--- src/rtl/cla_seq_pkg.sv ---
// Shared types and constants for the nibble-serial carry-lookahead adder.
package cla_seq_pkg;

  localparam int SLICE_W = 4;

  typedef enum logic [1:0] {
    IDLE = 2'd0,
    RUN  = 2'd1,
    DONE = 2'd2
  } state_t;

  function automatic int slice_count(input int width);
    return width / SLICE_W;
  endfunction

endpackage

--- src/rtl/cla_seq_adder_cla_4.sv ---
// 4-bit carry-lookahead slice: all slice carries come from generate/propagate
// terms in one level of logic rather than rippling.
module CLA_4 (
  input  logic [3:0] X,
  input  logic [3:0] Y,
  input  logic       Cin,
  output logic [3:0] S,
  output logic       Cout
);

  logic [3:0] g;
  logic [3:0] p;
  logic [4:0] c;

  assign g = X & Y;
  assign p = X ^ Y;

  assign c[0] = Cin;
  assign c[1] = g[0] | (p[0] & Cin);
  assign c[2] = g[1] | (p[1] & g[0]) | (p[1] & p[0] & Cin);
  assign c[3] = g[2] | (p[2] & g[1]) | (p[2] & p[1] & g[0])
              | (p[2] & p[1] & p[0] & Cin);
  assign c[4] = g[3] | (p[3] & g[2]) | (p[3] & p[2] & g[1])
              | (p[3] & p[2] & p[1] & g[0]) | (p[3] & p[2] & p[1] & p[0] & Cin);

  assign S    = p ^ c[3:0];
  assign Cout = c[4];

endmodule

--- src/rtl/cla_seq_adder.sv ---
// Area-reduced WIDTH-bit adder: one shared CLA_4 slice, one nibble per clock,
// LSB first. Define CLA_SEQ_SUB_EN to enable the subtract (req_sub) path.
module cla_seq_adder
  import cla_seq_pkg::*;
#(
  parameter int WIDTH = 32
) (
  input  logic             clk,
  input  logic             rst_n,
  input  logic             req_valid,
  output logic             req_ready,
  input  logic [WIDTH-1:0] req_a,
  input  logic [WIDTH-1:0] req_b,
  input  logic             req_cin,
  input  logic             req_sub,
  output logic             res_valid,
  input  logic             res_ready,
  output logic [WIDTH-1:0] res_sum,
  output logic             res_cout,
  output logic             res_ovf,
  output logic             busy
);

  localparam int N     = slice_count(WIDTH);
  localparam int IDX_W = $clog2(N);
  localparam logic [IDX_W-1:0] IDX_LAST = IDX_W'(N - 1);

  state_t           state;
  logic [WIDTH-1:0] a_q;
  logic [WIDTH-1:0] b_q;
  logic [WIDTH-1:0] sum_q;
  logic             carry_q;
  logic [IDX_W-1:0] idx;

  logic [WIDTH-1:0]   b_eff;
  logic               cin_eff;
  logic [SLICE_W-1:0] slice_x;
  logic [SLICE_W-1:0] slice_y;
  logic [SLICE_W-1:0] slice_s;
  logic               slice_cout;

`ifdef CLA_SEQ_SUB_EN
  // Two's-complement subtract: A + ~B + 1.
  assign b_eff   = req_sub ? ~req_b : req_b;
  assign cin_eff = req_sub ? 1'b1 : req_cin;
`else
  logic unused_sub;
  assign unused_sub = req_sub;
  assign b_eff      = req_b;
  assign cin_eff    = req_cin;
`endif

  assign slice_x = a_q[SLICE_W*int'(idx) +: SLICE_W];
  assign slice_y = b_q[SLICE_W*int'(idx) +: SLICE_W];

  CLA_4 u_slice (
    .X    (slice_x),
    .Y    (slice_y),
    .Cin  (carry_q),
    .S    (slice_s),
    .Cout (slice_cout)
  );

  always_ff @(posedge clk) begin
    if (!rst_n) begin
      state   <= IDLE;
      a_q     <= '0;
      b_q     <= '0;
      sum_q   <= '0;
      carry_q <= 1'b0;
      idx     <= '0;
    end else begin
      case (state)
        IDLE: begin
          if (req_valid) begin
            a_q     <= req_a;
            b_q     <= b_eff;
            carry_q <= cin_eff;
            idx     <= '0;
            state   <= RUN;
          end
        end
        RUN: begin
          sum_q[SLICE_W*int'(idx) +: SLICE_W] <= slice_s;
          carry_q <= slice_cout;
          if (idx == IDX_LAST) begin
            state <= DONE;
          end else begin
            idx <= idx + 1'b1;
          end
        end
        DONE: begin
          if (res_ready) begin
            state <= IDLE;
          end
        end
        default: state <= IDLE;
      endcase
    end
  end

  assign req_ready = (state == IDLE);
  assign res_valid = (state == DONE);
  assign busy      = (state == RUN);
  assign res_sum   = sum_q;
  assign res_cout  = carry_q;
  // b_q already holds the effective B, so this is correct for subtract too.
  assign res_ovf   = (a_q[WIDTH-1] == b_q[WIDTH-1]) && (sum_q[WIDTH-1] != a_q[WIDTH-1]);

endmodule

--- config.mk ---
export PLATFORM = sky130hd
export DESIGN_NAME = cla_seq_adder
export DESIGN_NICKNAME = d
export VERILOG_FILES = /design/src/rtl/cla_seq_pkg.sv /design/src/rtl/cla_seq_adder_cla_4.sv /design/src/rtl/cla_seq_adder.sv
export SDC_FILE = /design/constraint.sdc
export NUM_CORES = 1
export LEC_CHECK = 0
export BUFFER_PORTS_ARGS = -buffer_cell sky130_fd_sc_hd__buf_2
export CAP_MARGIN = 20
export CORE_UTILIZATION = 35
export CTS_BUF_LIST = sky130_fd_sc_hd__clkbuf_2
export CTS_CLUSTER_DIAMETER = 80
export DETAILED_ROUTE_END_ITERATION = 16
export GPL_ROUTABILITY_DRIVEN = 0
export GPL_TIMING_DRIVEN = 0
export SLEW_MARGIN = 25
export SYNTH_ARGS = -nofsm -noshare
export SYNTH_HDL_FRONTEND = slang
export SYNTH_SLANG_ARGS = --single-unit
--- constraint.sdc ---
create_clock -name clk -period 8.55 [get_ports clk]
set_clock_uncertainty 0.05 [all_clocks]
set_input_delay 0.4275 -clock clk [delete_from_list [all_inputs] [get_ports clk]]
set_output_delay 0.4275 -clock clk [all_outputs]
set_load 0.01 [all_outputs]
==> impl_metrics.py, run 1 <==
metrics = {
    "clock_tree": {
        "cts_resized": 0,
        "cts_root_buffer": "clkbuf_2",
        "h-tree-depth": 3,
        "clk_pin_slew_worst_paths_ps": 300,
        "post_cts_buffers": 0,
        "cts_hold_buf": 39,
        "cts_sinks": 102,
        "tritoncts": "yes",
        "cts_buffer_depth": 2,
        "clock_latency_ps": 560,
        "cts_buffers": 9,
    },
    "sta": {
        "period_minus_slack_ps": 3603,
        "slew_headroom_pct": 38.43,
        "hold_violations": 0,
        "maxSlewViolCount": 0,
        "fmax_ghz": 0.2775,
        "rsz0062_at_grt": "no",
        "worst_pin_slew_ps": 917.0,
        "setup_violations": 0,
        "min_period_over_period_pct": 42.15,
        "final.setup.tns_ps": 0,
    },
    "power_and_ir_drop": {
        "powerDensity_mw_per_mm2": 147.9,
        "ir_worst_vdd_mv": 0.07668,
        "leakage_nw": 2.475,
        "power_uw": 866.3,
    },
    "min_path": {
        "hold_class": "in2reg",
    },
    "drt": {
        "via_count": 4160,
        "m1WireLength_mm": 5.571,
        "wl_met2_mm": 5.843,
        "viasPerCell": 4.782,
        "drt-initial-drc-count": 123,
        "ant_nets": 0,
        "drt_pass1_iterations": 4,
        "wire_per_inst_um": 13.73,
        "wl_met3_um": 333,
        "topRoutingLayerUsed": "met4",
        "drcViolationCount": 0,
        "routed_wl_mm": 11.94,
    },
    "logic_synthesis": {
        "ys_types": 39,
        "seq_area_frac_synth_pct": 45.38,
        "synthArstFlopShare_pct": 0,
        "synth_warnings": 0,
        "yosys_register_bits": 102,
        "syn_area_sq_mm": 0.004499,
        "syn_nets": 609,
        "syn_inst": 526,
        "avgSynthCellArea_sq_um": 8.554,
        "synth_edf_count": 0,
        "synthFlopType": "dfxtp_1",
    },
    "final_layout": {
        "layout_common_cells": "nand2_1, buf_2, dfxtp_1",
        "final_core_util_pct": 46.61,
        "layout_commonest_cell": "nand2_1",
        "diodes": 0,
        "layout-drive-gt1-share_pct": 23.35,
        "fin_area_sq_mm": 0.005858,
        "area_growth_pct": 30.20,
        "nets": 776,
    },
    "setup_path": {
        "cp_common_cell": "nand2_1",
        "path_cells": "buf_6, clkbuf_1, mux4_2, nand2_1, nand2_1, ha_1, a211oi_1, nor2_1, xnor2_1, o21ai_0",
        "crit_slowest_cell": "xnor2_1",
        "max_stage_delay_ps": 720,
        "worst_ep_arrival_time_ps": 4000,
        "end_kind": "register",
        "path_delay_family": "XOR/XNOR gates",
        "cp_max_fo": 10,
        "worstSetupPathType": "reg2reg",
        "crit_required_ps": 8950,
        "worst-path-buf-inv": 2,
        "crit_path_start_kind": "register",
    },
    "global_routing": {
        "grtUsageTotal_pct": 18.87,
        "grt_pass1_wl_mm": 19.28,
        "grt_max_degree": 19,
        "grt_antenna_before_repair": 0,
        "overflow": 0,
        "grt_pass1_vias": 4043,
    },
    "floorplan": {
        "start_util_pct": 35.80,
        "die_h_um": 115.4,
        "ioPinCount": 107,
        "die_w_um": 115.4,
        "num_rows": 41,
        "die_area_sq_mm": 0.01331,
        "core_sq_mm": 0.01257,
    },
    "placement": {
        "placed_area_sq_mm": 0.005245,
        "io_buffer_count": 105,
        "place_hpwl_mm": 8.794,
    },
    "run_status": {
        "status": "finished clean",
    },
    "job": {
        "cap_violations": 0,
    },
}
[tightest hold or removal path: stages]
cell	delay, ps
buf_2	90
nand2_1	50
a21oi_1	50
[stage by stage]
stage	cells	hold WS, ps	worst slack, ps
2_1_floorplan	526	383.1	5665
3_3_place_gp	803	390.4	4612
3_5_place_dp	803	396.7	4981
4_1_cts	858	0.4505	4932
5_1_grt	870	1.125	4712
6_report	870	31.47	4947
[synth_stat cells, drive strengths merged, types with 2 or more instances]
master | instances | area, sq um
o31ai | 5 | 37.54
nand2b | 2 | 27.53
mux2i | 8 | 80.08
and3b | 3 | 26.28
nor3 | 2 | 10.01
clkbuf | 14 | 52.55
and3 | 5 | 31.28
nor2 | 16 | 60.06
buf | 19 | 118.9
a21oi | 75 | 382.9
o21ai | 9 | 45.04
dfxtp | 102 | 2042
a22oi | 3 | 22.52
xnor2 | 2 | 17.52
ha | 12 | 150.1
nand3 | 28 | 140.1
nor3b | 5 | 53.80
inv | 6 | 22.52
o22ai | 4 | 25.02
a211oi | 3 | 22.52
nand2 | 172 | 645.6
or2 | 2 | 12.52
nor2b | 5 | 31.28
mux4 | 16 | 360.4
[report_power, final]
| group | internal (mW) | switching [mW] | leakage, nW |
|---|---|---|---|
| Combinational | 0.0690 | 0.0782 | 1.58 |
| Clock | 0.0425 | 0.168 | 0.0620 |
| Sequential | 0.497 | 0.0118 | 0.832 |
| Total | 0.608 | 0.258 | 2.48 |
[final timing paths]
path	from	cells after the start	endpoint	slack [ps]
setup / recovery	idx[1]	10	res_sum[30]	4950
hold / removal	req_b[13]	3	b_q[13]	30
setup reg to reg	idx[1]	10	res_sum[30]	4950
hold reg to reg	a_q[16]	2	a_q[16]	420
[per-layer routing]
metal	GRT usage, %	up-vias
li1	-	2128
met1	23.57	1927
met2	32.81	89
met3	2.899	16
met4	6.926	0
met5	0	-
[state kept, by name, indices dropped and copies added (netlist names)]
signal	count
a_q	32
b_q	32
idx	3
res_cout	1
res_sum	32
state	2
[cell type report]
cell class	instances	area (sq um)
Buffer	33	171.4
Clock buffer	9	45.04
Inverter	7	26.28
Multi-Input combinational cell	384	2265
Fill cell	1281	6710
Tap cell	172	215.2
Clock inverter	7	57.56
Sequential cell	102	2042
Timing Repair Buffer	156	1036
[kinds of logic after synthesis]
family	Yosys count	synth area share, %
AO/OA/AOI/OAI	102	12.46
multiplexers	24	9.789
XOR/XNOR	2	0.3894
flip-flops	102	45.38
buffers and inverters	40	4.394
AND/OR/NAND/NOR	243	23.80
adder cells (fa/ha/maj)	13	3.782
(Power assumes the default switching activity.)
==> run 2: changes to the inputs <==
- clock period: 8.55 -> 3.8 ns (I/O delays scaled with it)
==> impl_metrics.py, run 2 (same netlist as run 1, synthesis figures left out) <==
metrics = {
    "sta": {
        "min_period_over_period_pct": 92.09,
        "setup_violations": 0,
        "rsz0062_at_grt": "no",
        "worst_pin_slew_ps": 763.6,
        "hold_violations": 0,
        "maxSlewViolCount": 0,
        "fmax_ghz": 0.2858,
        "period_minus_slack_ps": 3499,
        "slew_headroom_pct": 48.79,
    },
    "final_layout": {
        "final_core_util_pct": 48.02,
        "layout_common_cells": "nand2_1, buf_2, dfxtp_1",
        "fin_area_sq_mm": 0.006036,
        "layout_commonest_cell": "nand2_1",
        "layout-drive-gt1-share_pct": 22.94,
        "diodes": 0,
        "area_growth_pct": 34.15,
        "nets": 793,
    },
    "drt": {
        "via_count": 4253,
        "viasPerCell": 4.795,
        "drt-initial-drc-count": 127,
        "drcViolationCount": 0,
        "wire_per_inst_um": 13.78,
        "ant_nets": 0,
        "routed_wl_mm": 12.23,
        "drt_pass1_iterations": 4,
    },
    "job": {
        "cap_violations": 0,
    },
    "global_routing": {
        "overflow": 0,
        "grt_pass1_wl_mm": 20.02,
        "grt_antenna_before_repair": 0,
        "grt_max_degree": 19,
        "grtUsageTotal_pct": 19.60,
        "grt_pass1_vias": 4237,
    },
    "setup_path": {
        "worstSetupPathType": "reg2reg",
        "max_stage_delay_ps": 630,
        "crit_required_ps": 4200,
        "cp_max_fo": 10,
        "crit_path_start_kind": "register",
        "path_cells": "buf_6, clkbuf_1, mux4_2, nand2_1, nand2_1, ha_1, a211oi_1, nor3b_1, o31ai_2, o21ai_0",
        "worst-path-buf-inv": 2,
        "worst_ep_arrival_time_ps": 3900,
        "path_delay_family": "compound AO/OA/AOI/OAI gates",
        "cp_common_cell": "nand2_1",
        "end_kind": "register",
        "crit_slowest_cell": "o31ai_2",
    },
    "power_and_ir_drop": {
        "power_mw": 1.966,
        "ir_worst_vdd_mv": 0.1736,
        "powerDensity_mw_per_mm2": 325.7,
        "leakage_nw": 2.548,
    },
    "min_path": {
        "hold_class": "in2reg",
    },
    "clock_tree": {
        "cts_buffer_depth": 2,
        "h-tree-depth": 3,
        "cts_sinks": 102,
        "clock_latency_ps": 560,
        "tritoncts": "yes",
        "clk_pin_slew_worst_paths_ps": 300,
        "cts_buffers": 9,
        "cts_root_buffer": "clkbuf_2",
    },
    "floorplan": {
        "die_w_um": 115.4,
        "ioPinCount": 107,
        "die_area_sq_mm": 0.01331,
        "start_util_pct": 35.80,
        "num_rows": 41,
        "die_h_um": 115.4,
        "core_sq_mm": 0.01257,
    },
    "run_status": {
        "status": "finished clean",
    },
    "placement": {
        "placed_area_sq_mm": 0.005245,
        "io_buffer_count": 105,
        "place_hpwl_mm": 8.794,
    },
}
-- run 2: repair_timing --
action / 4_1_cts / 5_1_grt
hold buffers: 68 / 0
endpoints found under the setup margin: 0 / 3
setup buffers: 0 / 0
gates resized for setup: 0 / 1
hold endpoints to repair: 71 / 0
-- run 2: worst paths after layout --
| check | start | endpoint | slack, ps | cells after the start |
|---|---|---|---|---|
| hold / removal | req_b[24] | b_q[24] | 310 | 4 |
| hold reg to reg | a_q[16] | a_q[16] | 420 | 2 |
| setup / recovery | idx[1] | res_sum[15] | 300 | 10 |
| setup reg to reg | idx[1] | res_sum[15] | 300 | 10 |
-- run 2: report_power, final --
group          internal, mW  switching [mW]  total [mW]
Clock                0.0956           0.380       0.476
Combinational         0.168           0.179       0.347
Sequential             1.12          0.0265        1.14
-- run 2: worst min-delay path, stage by stage --
cell and delay, ps:
dlygate4sd3_1 530, buf_2 120, nand2_1 50, a21oi_1 50
-- run 2: metrics by stage --
| step | hold WS [ps] | setup WS [ps] | TNS, ps | cells |
|---|---|---|---|---|
| 5_1_grt | 258.7 | 87.23 | 0 | 887 |
| 4_1_cts | 263.5 | 181.7 | 0 | 887 |
| 3_3_place_gp | 383.9 | -137.8 | -752.7 | 803 |
| 3_5_place_dp | 390.0 | 231.4 | 0 | 803 |
| 6_report | 308.9 | 300.5 | 0 | 887 |
| 2_1_floorplan | 276.0 | 914.8 | 0 | 526 |
-- run 2: final cells by class --
class	instances	area [sq um]
buffer	33	171.4
clock buffer	9	45.04
clock inverter	7	57.56
fill	1252	6533
inverter	7	26.28
multi-input combinational	384	2272
sequential	102	2042
tap	172	215.2
timing repair buffer	173	1206
-- run 2: per-layer routing --
| layer | up-vias | GRT usage (%) | wire [um] |
|---|---|---|---|
| met3 | 22 | 2.952 | 299 |
| met5 | - | 0 | 0 |
| met4 | 0 | 7.706 | 252 |
| met1 | 1984 | 23.98 | 5672 |
| li1 | 2162 | - | - |
| met2 | 85 | 34.53 | 6001 |
